`src/rtl/usb_bridge_pkg.sv`:
```
// Shared constants and types for the USB CDC bridges (word TX return path and UART bridge).
// Latency: n/a (package only).
// Backpressure: n/a (package only).
package usb_bridge_pkg;

  localparam int BYTE_W         = 8;
  localparam int WORD_W         = 32;
  localparam int BYTES_PER_WORD = 4;

  localparam logic [BYTE_W-1:0] DEFAULT_HEADER_BYTE = 8'hA5;

  // Serializer states: IDLE waits for a word, HDR presents the framing byte,
  // DATA walks the four payload bytes.
  typedef enum logic [1:0] {
    ST_IDLE = 2'd0,
    ST_HDR  = 2'd1,
    ST_DATA = 2'd2
  } bridge_state_e;

  // Byte idx of a word in transmit order; idx 0 is the first byte on the wire.
  function automatic logic [BYTE_W-1:0] word_byte(input logic [WORD_W-1:0] word,
                                                  input logic [1:0]        idx,
                                                  input logic              msb_first);
    logic [1:0] lane;
    lane = msb_first ? (2'd3 - idx) : idx;
    return word[BYTE_W*lane +: BYTE_W];
  endfunction

endpackage

```
`src/rtl/usb_word_tx_bridge_word_fifo.sv`:
```
// Synchronous first-word-fall-through FIFO; pop_data_o shows the head entry whenever !empty_o.
// Latency: a pushed entry is visible on pop_data_o the cycle after the push edge.
// Backpressure: push ignored while full_o, pop ignored while empty_o.
// Ports: clk_i/reset_n_i (async active-low), push_i/push_data_i, pop_i/pop_data_o, full_o, empty_o.
module word_fifo #(
  parameter int WIDTH = 32,
  parameter int DEPTH = 4
) (
  input  logic             clk_i,
  input  logic             reset_n_i,
  input  logic             push_i,
  input  logic [WIDTH-1:0] push_data_i,
  input  logic             pop_i,
  output logic [WIDTH-1:0] pop_data_o,
  output logic             full_o,
  output logic             empty_o
);

  localparam int AW = $clog2(DEPTH);
  localparam logic [AW:0] DEPTH_CNT = (AW+1)'(DEPTH);

  logic [WIDTH-1:0] mem [DEPTH];
  logic [AW-1:0]    wr_ptr;
  logic [AW-1:0]    rd_ptr;
  logic [AW:0]      count;
  logic             do_push;
  logic             do_pop;

  assign full_o     = (count == DEPTH_CNT);
  assign empty_o    = (count == '0);
  assign do_push    = push_i && !full_o;
  assign do_pop     = pop_i && !empty_o;
  assign pop_data_o = mem[rd_ptr];

  // DEPTH is a power of two, so the pointers wrap naturally.
  always_ff @(posedge clk_i or negedge reset_n_i) begin
    if (!reset_n_i) begin
      wr_ptr <= '0;
      rd_ptr <= '0;
      count  <= '0;
    end else begin
      if (do_push) wr_ptr <= wr_ptr + AW'(1);
      if (do_pop)  rd_ptr <= rd_ptr + AW'(1);
      case ({do_push, do_pop})
        2'b10:   count <= count + (AW+1)'(1);
        2'b01:   count <= count - (AW+1)'(1);
        default: count <= count;
      endcase
    end
  end

  // Storage needs no reset: the pointers define which entries are live.
  always_ff @(posedge clk_i) begin
    if (do_push) mem[wr_ptr] <= push_data_i;
  end

endmodule

```
`src/rtl/usb_word_tx_bridge.sv`:
```
// Serializes buffered 32-bit words into the CDC IN byte stream, optional header byte per word.
// Latency: word pushed at edge N into an idle bridge -> first byte valid after edge N+1; no bubbles between words.
// Backpressure: in_ready_i low holds in_valid_o/in_data_o; word_ready_o drops when the word FIFO is full.
// Ports: clk_i, reset_n_i (async active-low); word_data_i/word_valid_i/word_ready_o (word side);
//        in_data_o/in_valid_o/in_ready_i (usb_cdc IN side); busy_o; words_sent_o (16-bit wrapping count).
module usb_word_tx_bridge
  import usb_bridge_pkg::*;
#(
  parameter int         FIFO_DEPTH  = 4,
  parameter int         MSB_FIRST   = 1,
  parameter int         HEADER_EN   = 0,
  parameter logic [7:0] HEADER_BYTE = DEFAULT_HEADER_BYTE
) (
  input  logic        clk_i,
  input  logic        reset_n_i,
  input  logic [31:0] word_data_i,
  input  logic        word_valid_i,
  output logic        word_ready_o,
  output logic [7:0]  in_data_o,
  output logic        in_valid_o,
  input  logic        in_ready_i,
  output logic        busy_o,
  output logic [15:0] words_sent_o
);

  localparam logic MSB_SEL = (MSB_FIRST != 0);
  localparam logic [1:0] LAST_IDX = 2'(BYTES_PER_WORD - 1);

  logic        fifo_full;
  logic        fifo_empty;
  logic        fifo_pop;
  logic [31:0] fifo_rd_data;

  bridge_state_e state_q, state_d;
  logic [31:0]   shift_q, shift_d;
  logic [1:0]    byte_idx_q, byte_idx_d;
  logic          in_valid_q, in_valid_d;
  logic [7:0]    in_data_q, in_data_d;
  logic [15:0]   words_sent_q, words_sent_d;
  logic          handshake;
  logic          load_word;

  word_fifo #(
    .WIDTH (32),
    .DEPTH (FIFO_DEPTH)
  ) u_word_fifo (
    .clk_i       (clk_i),
    .reset_n_i   (reset_n_i),
    .push_i      (word_valid_i),
    .push_data_i (word_data_i),
    .pop_i       (fifo_pop),
    .pop_data_o  (fifo_rd_data),
    .full_o      (fifo_full),
    .empty_o     (fifo_empty)
  );

  assign word_ready_o = !fifo_full;
  assign busy_o       = !fifo_empty || (state_q != ST_IDLE);
  assign in_valid_o   = in_valid_q;
  assign in_data_o    = in_data_q;
  assign words_sent_o = words_sent_q;
  assign handshake    = in_valid_q && in_ready_i;

  always_ff @(posedge clk_i or negedge reset_n_i) begin
    if (!reset_n_i) begin
      state_q      <= ST_IDLE;
      shift_q      <= '0;
      byte_idx_q   <= '0;
      in_valid_q   <= 1'b0;
      in_data_q    <= '0;
      words_sent_q <= '0;
    end else begin
      state_q      <= state_d;
      shift_q      <= shift_d;
      byte_idx_q   <= byte_idx_d;
      in_valid_q   <= in_valid_d;
      in_data_q    <= in_data_d;
      words_sent_q <= words_sent_d;
    end
  end

  always_comb begin
    state_d      = state_q;
    shift_d      = shift_q;
    byte_idx_d   = byte_idx_q;
    in_valid_d   = in_valid_q;
    in_data_d    = in_data_q;
    words_sent_d = words_sent_q;
    fifo_pop     = 1'b0;
    load_word    = 1'b0;

    case (state_q)
      ST_IDLE: begin
        if (!fifo_empty) load_word = 1'b1;
      end
      ST_HDR: begin
        if (handshake) begin
          state_d   = ST_DATA;
          in_data_d = word_byte(shift_q, 2'd0, MSB_SEL);
        end
      end
      ST_DATA: begin
        if (handshake) begin
          if (byte_idx_q == LAST_IDX) begin
            words_sent_d = words_sent_q + 16'd1;
            // Chain straight into the next buffered word so the stream has no gap.
            if (!fifo_empty) begin
              load_word = 1'b1;
            end else begin
              state_d    = ST_IDLE;
              in_valid_d = 1'b0;
            end
          end else begin
            byte_idx_d = byte_idx_q + 2'd1;
            in_data_d  = word_byte(shift_q, byte_idx_q + 2'd1, MSB_SEL);
          end
        end
      end
      default: begin
        state_d    = ST_IDLE;
        in_valid_d = 1'b0;
      end
    endcase

    // Pull the FIFO head into the shift register and present its first byte.
    if (load_word) begin
      fifo_pop   = 1'b1;
      shift_d    = fifo_rd_data;
      byte_idx_d = 2'd0;
      in_valid_d = 1'b1;
      if (HEADER_EN != 0) begin
        state_d   = ST_HDR;
        in_data_d = HEADER_BYTE;
      end else begin
        state_d   = ST_DATA;
        in_data_d = word_byte(fifo_rd_data, 2'd0, MSB_SEL);
      end
    end
  end

endmodule
```
`config.mk`:
```
export PLATFORM = sky130hd
export DESIGN_NAME = usb_word_tx_bridge
export DESIGN_NICKNAME = d
export VERILOG_FILES = /design/src/rtl/usb_bridge_pkg.sv /design/src/rtl/usb_word_tx_bridge_word_fifo.sv /design/src/rtl/usb_word_tx_bridge.sv
export SDC_FILE = /design/constraint.sdc
export NUM_CORES = 1
export LEC_CHECK = 0
export ABC_CLOCK_PERIOD_IN_PS = 2220
export BUFFER_PORTS_ARGS = -buffer_cell sky130_fd_sc_hd__buf_4
export CAP_MARGIN = 25
export CORE_ASPECT_RATIO = 2
export CORE_MARGIN = 1
export CORE_UTILIZATION = 29
export CTS_BUF_LIST = sky130_fd_sc_hd__clkbuf_8
export CTS_CLUSTER_SIZE = 28
export DETAILED_ROUTE_END_ITERATION = 16
export PLACE_DENSITY = 0.43
export RECOVER_POWER = 25
export SETUP_SLACK_MARGIN = 0.05
export SLEW_MARGIN = 10
export SYNTH_ARGS = -nofsm -noshare
export SYNTH_HDL_FRONTEND = slang
export SYNTH_SLANG_ARGS = --single-unit
export TNS_END_PERCENT = 30
```
`constraint.sdc`:
```
create_clock -name clk_i -period 2.22 [get_ports clk_i]
set_clock_uncertainty 0.05 [all_clocks]
set_input_delay 0.222 -clock clk_i [delete_from_list [all_inputs] [get_ports clk_i]]
set_output_delay 0.222 -clock clk_i [all_outputs]
set_load 0.02 [all_outputs]
```
## Yosys cells after proc, flatten, opt, wreduce, memory -nomap -nowiden

Memory sizes are Yosys's and may differ from the RTL's.
Cells that the tools add are included.

- $add $sub $neg: 7
- $mul: 0
- Divide/modulo/power cells: 0
- Magnitude comparators: 0
- Equal/unequal tests: 14
- Shift-type cells: 1
- Muxes and demuxes: 28
- Bitwise operators: 0
- Reduce and logical (&&, ||, !) cells: 19

Operators with widths:

| cell | number |
|---|---|
| $mux 8 | 4 |
| $shiftx 32x6->8 | 1 |
| $mux 2 | 9 |
| $add 16x1->16 const B | 1 |
| $pmux 8 s2 | 1 |
| $ne 3x3->1 const B | 5 |
| $mux 1 | 10 |
| $reduce_and 4->1 | 2 |
| $reduce_bool 2->1 | 4 |
| $add 2x1->2 const B | 3 |
| $eq 2x2->1 const B | 3 |
| $pmux 2 s3 | 1 |
| $pmux 3 s2 | 1 |
| $reduce_and 3->1 | 2 |
| $reduce_and 5->1 | 1 |
| $eq 2x1->1 const B | 2 |
| $ne 2x2->1 const B | 2 |
| $pmux 1 s2 | 2 |
| $add 3x1->3 const B | 1 |
| $eq 3x3->1 const B | 1 |
| $logic_and 1x1->1 | 3 |
| $logic_not 3->1 | 1 |
| $reduce_bool 3->1 | 1 |
| $sub 3x1->3 const B | 1 |
| other kinds (6) | 7 |

- Register bits: 68
- Latch bits: 0
- Bits in writable memories: 128
- Bits in read-only memories: 0
- Bits of input ports: 36
- Word-level logic and storage cells: 79
- Memories kept: 1

Memories:

| name | words | bits a word | rd ports | clocked after Yosys merged registers in | write ports | RTL line | text |
|---|---|---|---|---|---|---|---|
| u_word_fifo.mem | 4 | 32 | 1 | 0 | 1 | usb_word_tx_bridge_word_fifo.sv:22 | `logic [WIDTH-1:0] mem [DEPTH];` |

## Depth between registers and ports, before layout

- Depth after elaboration: 9
- Depth in mapped cells: 11
- Gate-level depth less buffers: 10

## By module

A second synthesis with hierarchy kept.

- Cells, all modules: 447
- Area, all modules: 7,892.6 µm²

By module, submodules not included:

| module | instances | cells each | area each (µm²) | sequential area each (µm²) |
|---|---|---|---|---|
| word_fifo | 1 | 205 | 5,091.1 | 4,018.9 |
| usb_word_tx_bridge | 1 | 242 | 2,801.4 | 1,476.4 |

## Worst setup path after synthesis

No wires, ideal clock.

- Path kind: reg-to-reg
- Start point: reg in_valid_q (netlist: in_valid_o)
- End point: reg u_word_fifo.count[2]
- Arrival time: 2.221 ns
- Required time: 2.091 ns
- Slack: -0.130 ns
- Cell stages (with the launch flop): 12
- Buffers on the path: 2
- Cells stage by stage: dfrtp_1 -> buf_2 -> a21bo_2 -> nand2_1 -> clkinv_1 -> buf_2 -> ha_1 -> inv_1 -> fa_1 -> xor2_1 -> nor2_1 -> xor2_1

- Longest elaborated chain between the ends: 7

RTL lines:

| what | RTL line | text |
|---|---|---|
| from (decl) | usb_word_tx_bridge.sv:37 | `logic in_valid_q, in_valid_d;` |
| from (signal assigned) | usb_word_tx_bridge.sv:76 | `in_valid_q <= in_valid_d;` |
| $logic_and 1x1->1 (*) | usb_word_tx_bridge.sv:62 | `assign handshake = in_valid_q && in_ready_i;` |
| $mux 1 (*) | usb_word_tx_bridge.sv:103 | `if (handshake) begin` |
| $pmux 1 s2 (*) | usb_word_tx_bridge.sv:92 | `case (state_q)` |
| $mux 1 (*) | usb_word_tx_bridge.sv:126 | `if (load_word) begin` |
| $logic_and 1x1->1 (*) | usb_word_tx_bridge_word_fifo.sv:32 | `assign do_pop = pop_i && !empty_o;` |
| named net u_word_fifo.do_pop | usb_word_tx_bridge_word_fifo.sv:27 | `logic do_pop;` |
| $eq 2x1->1 / $eq 2x2->1 (equally long branches) | usb_word_tx_bridge_word_fifo.sv:44 | `case ({do_push, do_pop})` |
| $pmux 3 s2 / $reduce_bool 2->1 (equally long branches) | n/a |  |
| to (signal assigned) | usb_word_tx_bridge_word_fifo.sv:45 | `2'b10: count <= count + (AW+1)'(1);` |
| to (signal assigned) | usb_word_tx_bridge_word_fifo.sv:46 | `2'b01: count <= count - (AW+1)'(1);` |
| to (signal assigned) | usb_word_tx_bridge_word_fifo.sv:47 | `default: count <= count;` |
| to (decl) | usb_word_tx_bridge_word_fifo.sv:25 | `logic [AW:0] count;` |

The timed path passes the listed nets; every way through them passes the cells marked *.
A chain may end at the register's enable or synchronous reset.

## Final worst setup path

- Start point: reg u_word_fifo.count[0]
- End point: out busy_o

- Longest elaborated chain between the ends: 3

RTL lines:

| what | RTL line | text |
|---|---|---|
| $logic_not 3->1 | usb_word_tx_bridge_word_fifo.sv:30 | `assign empty_o = (count == '0);` |
| $logic_not 1->1 | usb_word_tx_bridge.sv:58 | `assign busy_o = !fifo_empty \|\| (state_q != ST_IDLE);` |
| $logic_or 1x1->1 | usb_word_tx_bridge.sv:58 |  |
| to (decl) | usb_word_tx_bridge.sv:22 | `output logic busy_o,` |

No other way between the ends.

==> load_flow_metrics.sql <==
INSERT INTO impl_metrics (metric_group, metric, value, unit) VALUES
('grt', 'grt_overflow', '0', ''),
('critical_path', 'critical_path_data_required_time', '1.95', 'ns'),
('clock_tree', 'clk_transition_reported_paths', '0.09', 'ns'),
('timing', 'setup_tns', '0', 'ns'),
('logic_synthesis', 'syn_avg_cell_area', '16.49', 'sq um'),
('pwr', 'peakVddDrop', '0.0004313', 'V'),
('clock_tree', 'cts_tree', 'built', ''),
('logic_synthesis', 'synth-seq-area-share', '0.7136', ''),
('placed_design', 'dp.final_hpwl', '10780', 'microns'),
('clock_tree', 'cts.path.max_buffers', '2', ''),
('clock_tree', 'worst_skew_pair_latency', '0.47', 'ns'),
('clock_tree', 'clock-root-buffer', 'sky130_fd_sc_hd__clkbuf_8', ''),
('detailed_routing', 'drc', '0', ''),
('run', 'cap_violations', '0', ''),
('floorplan', 'top_level_ports', '63', ''),
('timing', 'final_report_hold_violation_count', '0', ''),
('floorplan', 'initial_core_util', '0.2943', ''),
('critical_path', 'start_kind', 'flop', ''),
('floorplan', 'die-area', '27250', 'sq um'),
('critical_path', 'arrival', '1.77', 'ns'),
('grt', 'first_global_vias', '4491', ''),
('detailed_routing', 'route.detailed.vias_per_inst', '4.466', ''),
('logic_synthesis', 'postSynthNetCount', '511', ''),
('timing', 'max_freq', '490.4', 'MHz'),
('pwr', 'power_density', '1228', 'nW/um^2'),
('logic_synthesis', 'area_of_the_mapped_netlist', '7701', 'sq um'),
('placed_design', 'place.gp.congestion', '0.7765', ''),
('placed_design', 'place.port_buffers', '62', ''),
('clock_tree', 'cts-htree-levels', '4', ''),
('floorplan', 'design.core.area', '26170', 'sq um'),
('placed_design', 'dpl.cell_count', '875', ''),
('detailed_routing', 'drt_iter0_drc', '170', ''),
('logic_synthesis', 'synth_top_area_cell', 'sky130_fd_sc_hd__edfxtp_1', ''),
('logic_synthesis', 'synth-seq-cells', '194', ''),
('timing', 'slew_viol_final', '0', ''),
('floorplan', 'fp.dieW', '117.2', 'microns'),
('critical_path', 'r2r.worst_path.cells', '10', ''),
('min_path', 'timing.hold.worst_path_depth', '3', ''),
('placed_design', 'post_dp_cell_area', '8711', 'sq um'),
('detailed_routing', 'drt_pre_antenna_iters', '4', ''),
('critical_path', 'worstSetupEndpointType', 'output port', ''),
('timing', 'finalSetupViolCount', '0', ''),
('logic_synthesis', 'synth_ff_type', 'sky130_fd_sc_hd__edfxtp_1', ''),
('floorplan', 'rows', '84', ''),
('timing', 'worst-slew-pin-transition', '0.9676', 'ns'),
('grt', 'maximum_number_of_pins_on_one_net_before_global_route_repair', '38', ''),
('logic_synthesis', 'synth_edf_count', '128', ''),
('pwr', 'p_leak', '3.645', 'nW'),
('logic_synthesis', 'post-synth-top-area-fraction', '0.4991', ''),
('detailed_routing', 'drt-wirelength-per-cell', '16.61', 'microns'),
('timing', 'rsz0062_at_grt', 'false', ''),
('clock_tree', 'clock_sink_count', '194', ''),
('clock_tree', 'tritoncts_buffers', '17', ''),
('critical_path', 'worst-setup-path-type', 'reg2out', ''),
('detailed_routing', 'routed_wl', '15610', 'microns'),
('final_layout', 'nNetsFinal', '629', ''),
('timing', 'layout_worst_path_cycle_share', '0.9186', ''),
('logic_synthesis', 'synthesis.instances', '467', ''),
('grt', 'grt_use_total', '0.1257', ''),
('timing', 'slew_headroom', '0.3549', ''),
('logic_synthesis', 'async_reset_ff_frac', '0.3402', ''),
('logic_synthesis', 'synth.yosys.warnings', '0', ''),
('outcome', 'run_status', 'complete, no violations', ''),
('final_layout', 'total_non_filler_cell_area_in_the_finished_layout', '9393', 'sq um'),
('floorplan', 'die-height', '232.5', 'microns'),
('critical_path', 'cp_max_fo', '10', ''),
('logic_synthesis', 'synth_commonest_cells', 'sky130_fd_sc_hd__edfxtp_1 (128), sky130_fd_sc_hd__nand2_1 (86), sky130_fd_sc_hd__dfrtp_1 (66)', ''),
('final_layout', 'drive_above_1_share', '0.2047', ''),
('final_layout', 'synthesis_to_layout_area_growth', '21.97', '%'),
('final_layout', 'diodes', '0', ''),
('logic_synthesis', 'yosysUniqueCellTypes', '42', ''),
('grt', 'wire_length_of_the_first_global_routing_pass', '24560', 'microns'),
('timing', 'timing.final.crit_period', '2.039', 'ns'),
('min_path', 'worst_hold_path_type', 'in2reg', ''),
('detailed_routing', 'num_vias', '4198', ''),
('final_layout', 'finalNonFillerCells', '940', ''),
('grt', 'grt_antenna_before_repair', '0', ''),
('detailed_routing', 'route.antenna.remaining_nets', '0', ''),
('logic_synthesis', 'yosys-top-cells-area', 'sky130_fd_sc_hd__edfxtp_1 (50%), sky130_fd_sc_hd__dfrtp_1 (21%), sky130_fd_sc_hd__mux4_2 (6.7%)', ''),
('logic_synthesis', 'yosys.cell_count.top_type', 'sky130_fd_sc_hd__edfxtp_1', '');
## area by class of cell
type / instances / area (sq um)
clock buffer: 17 / 234.0
clock inverter: 13 / 193.9
fill: 2531 / 16780
inverter: 10 / 38.79
multi-input combinational: 244 / 2071
sequential: 194 / 5498
tap: 344 / 430.4
timing repair buffer: 118 / 927.1
## report_power, final
part           total [W]  switching, W  leakage (nW)  internal, W
clock network    0.00246       0.00115         0.217      0.00131
logic            0.00371       0.00194          1.44      0.00178
registers        0.00536      0.000492          1.99      0.00487
total             0.0115       0.00358          3.65      0.00796
## critical path, cell delays in order (launching register included)
cell and delay [ns]:
sky130_fd_sc_hd__dfrtp_1 0.41, sky130_fd_sc_hd__or3_1 0.40, sky130_fd_sc_hd__buf_4 0.18, sky130_fd_sc_hd__nand2b_1 0.15, sky130_fd_sc_hd__buf_4 0.16
## repair_timing
action	in CTS	in global routing
gates resized for setup	0	4
hold buffers	33	0
endpoints found under the setup margin	0	2
setup buffers	0	2
endpoints found under the hold margin	162	0
## worst paths after layout
path                                      start                   end  slack, ns
hold reg to reg                words_sent_o[15]      words_sent_o[15]       0.42
min in group asynchronous             reset_n_i       words_sent_o[6]       0.38
hold / removal                       in_ready_i            in_valid_o       0.03
setup / recovery           u_word_fifo.count[0]                busy_o       0.18
setup reg to reg                  byte_idx_q[0]  u_word_fifo.count[2]       0.24
max in group asynchronous             reset_n_i            shift_q[4]       0.92
## routing by layer
metal	up-vias	GRT usage	routed length, microns
met1	2144	0.1250	5716
met3	13	0.03100	486
met4	0	0.04509	250
met5	-	0	0
li1	1970	-	-
met2	71	0.2425	9157
## logic make-up after synthesis
family / share of synthesized area
adders and majority gates: 0.01397
buffers and inverters: 0.02063
xor gates and xnor gates: 0.02388
AOI/OAI and AO/OA: 0.03347
muxes: 0.1126
and+or+nand+nor: 0.08189
DFF: 0.7136
## placed cells by master (no fill, tap or decap), drive strengths merged
cell           n
o21ai         11
nand4          6
xnor2         13
nand3          8
a21oi          7
or3            1
a31oi          1
mux2i          9
a21o           7
clkinv         5
nor2           3
nand2         86
mux2           2
bufinv         5
and4           3
a32oi          1
o22ai          1
nor3           2
edfxtp       128
nand2b         3
nor4           1
dfrtp         66
inv           12
clkinvlp       1
nor2b          9
ha             7
mux4          32
a221o          7
and2           1
fa             1
xor2           8
dlygate4sd3   33
clkbuf        45
a21bo          1
buf           57
and3          13
## flip-flops by register name, summed over array words and instances (netlist names)
name                flops
words_sent_o           16
u_word_fifo.wr_ptr      2
byte_idx_q              2
in_valid_o              1
shift_q                32
u_word_fifo.rd_ptr      2
u_word_fifo.count       3
u_word_fifo.mem       128
in_data_o               8
## metrics by stage
step | hold WS (ns) | util | worst slack (ns) | total power (W)
after global routing | 0.01014 | 0.3589 | 0.07048 | 0.01230
after global placement | 0.1706 | 0.3329 | 0.1899 | 0.009149
after CTS | 0.008439 | 0.3618 | 0.1024 | 0.01176
after detailed placement | 0.1757 | 0.3329 | 0.1470 | 0.009229
final | 0.03455 | 0.3589 | 0.1808 | 0.01153
after floorplan | -0.1236 | - | 0.05391 | 0.007843
Power figures use the tool's default switching activity.
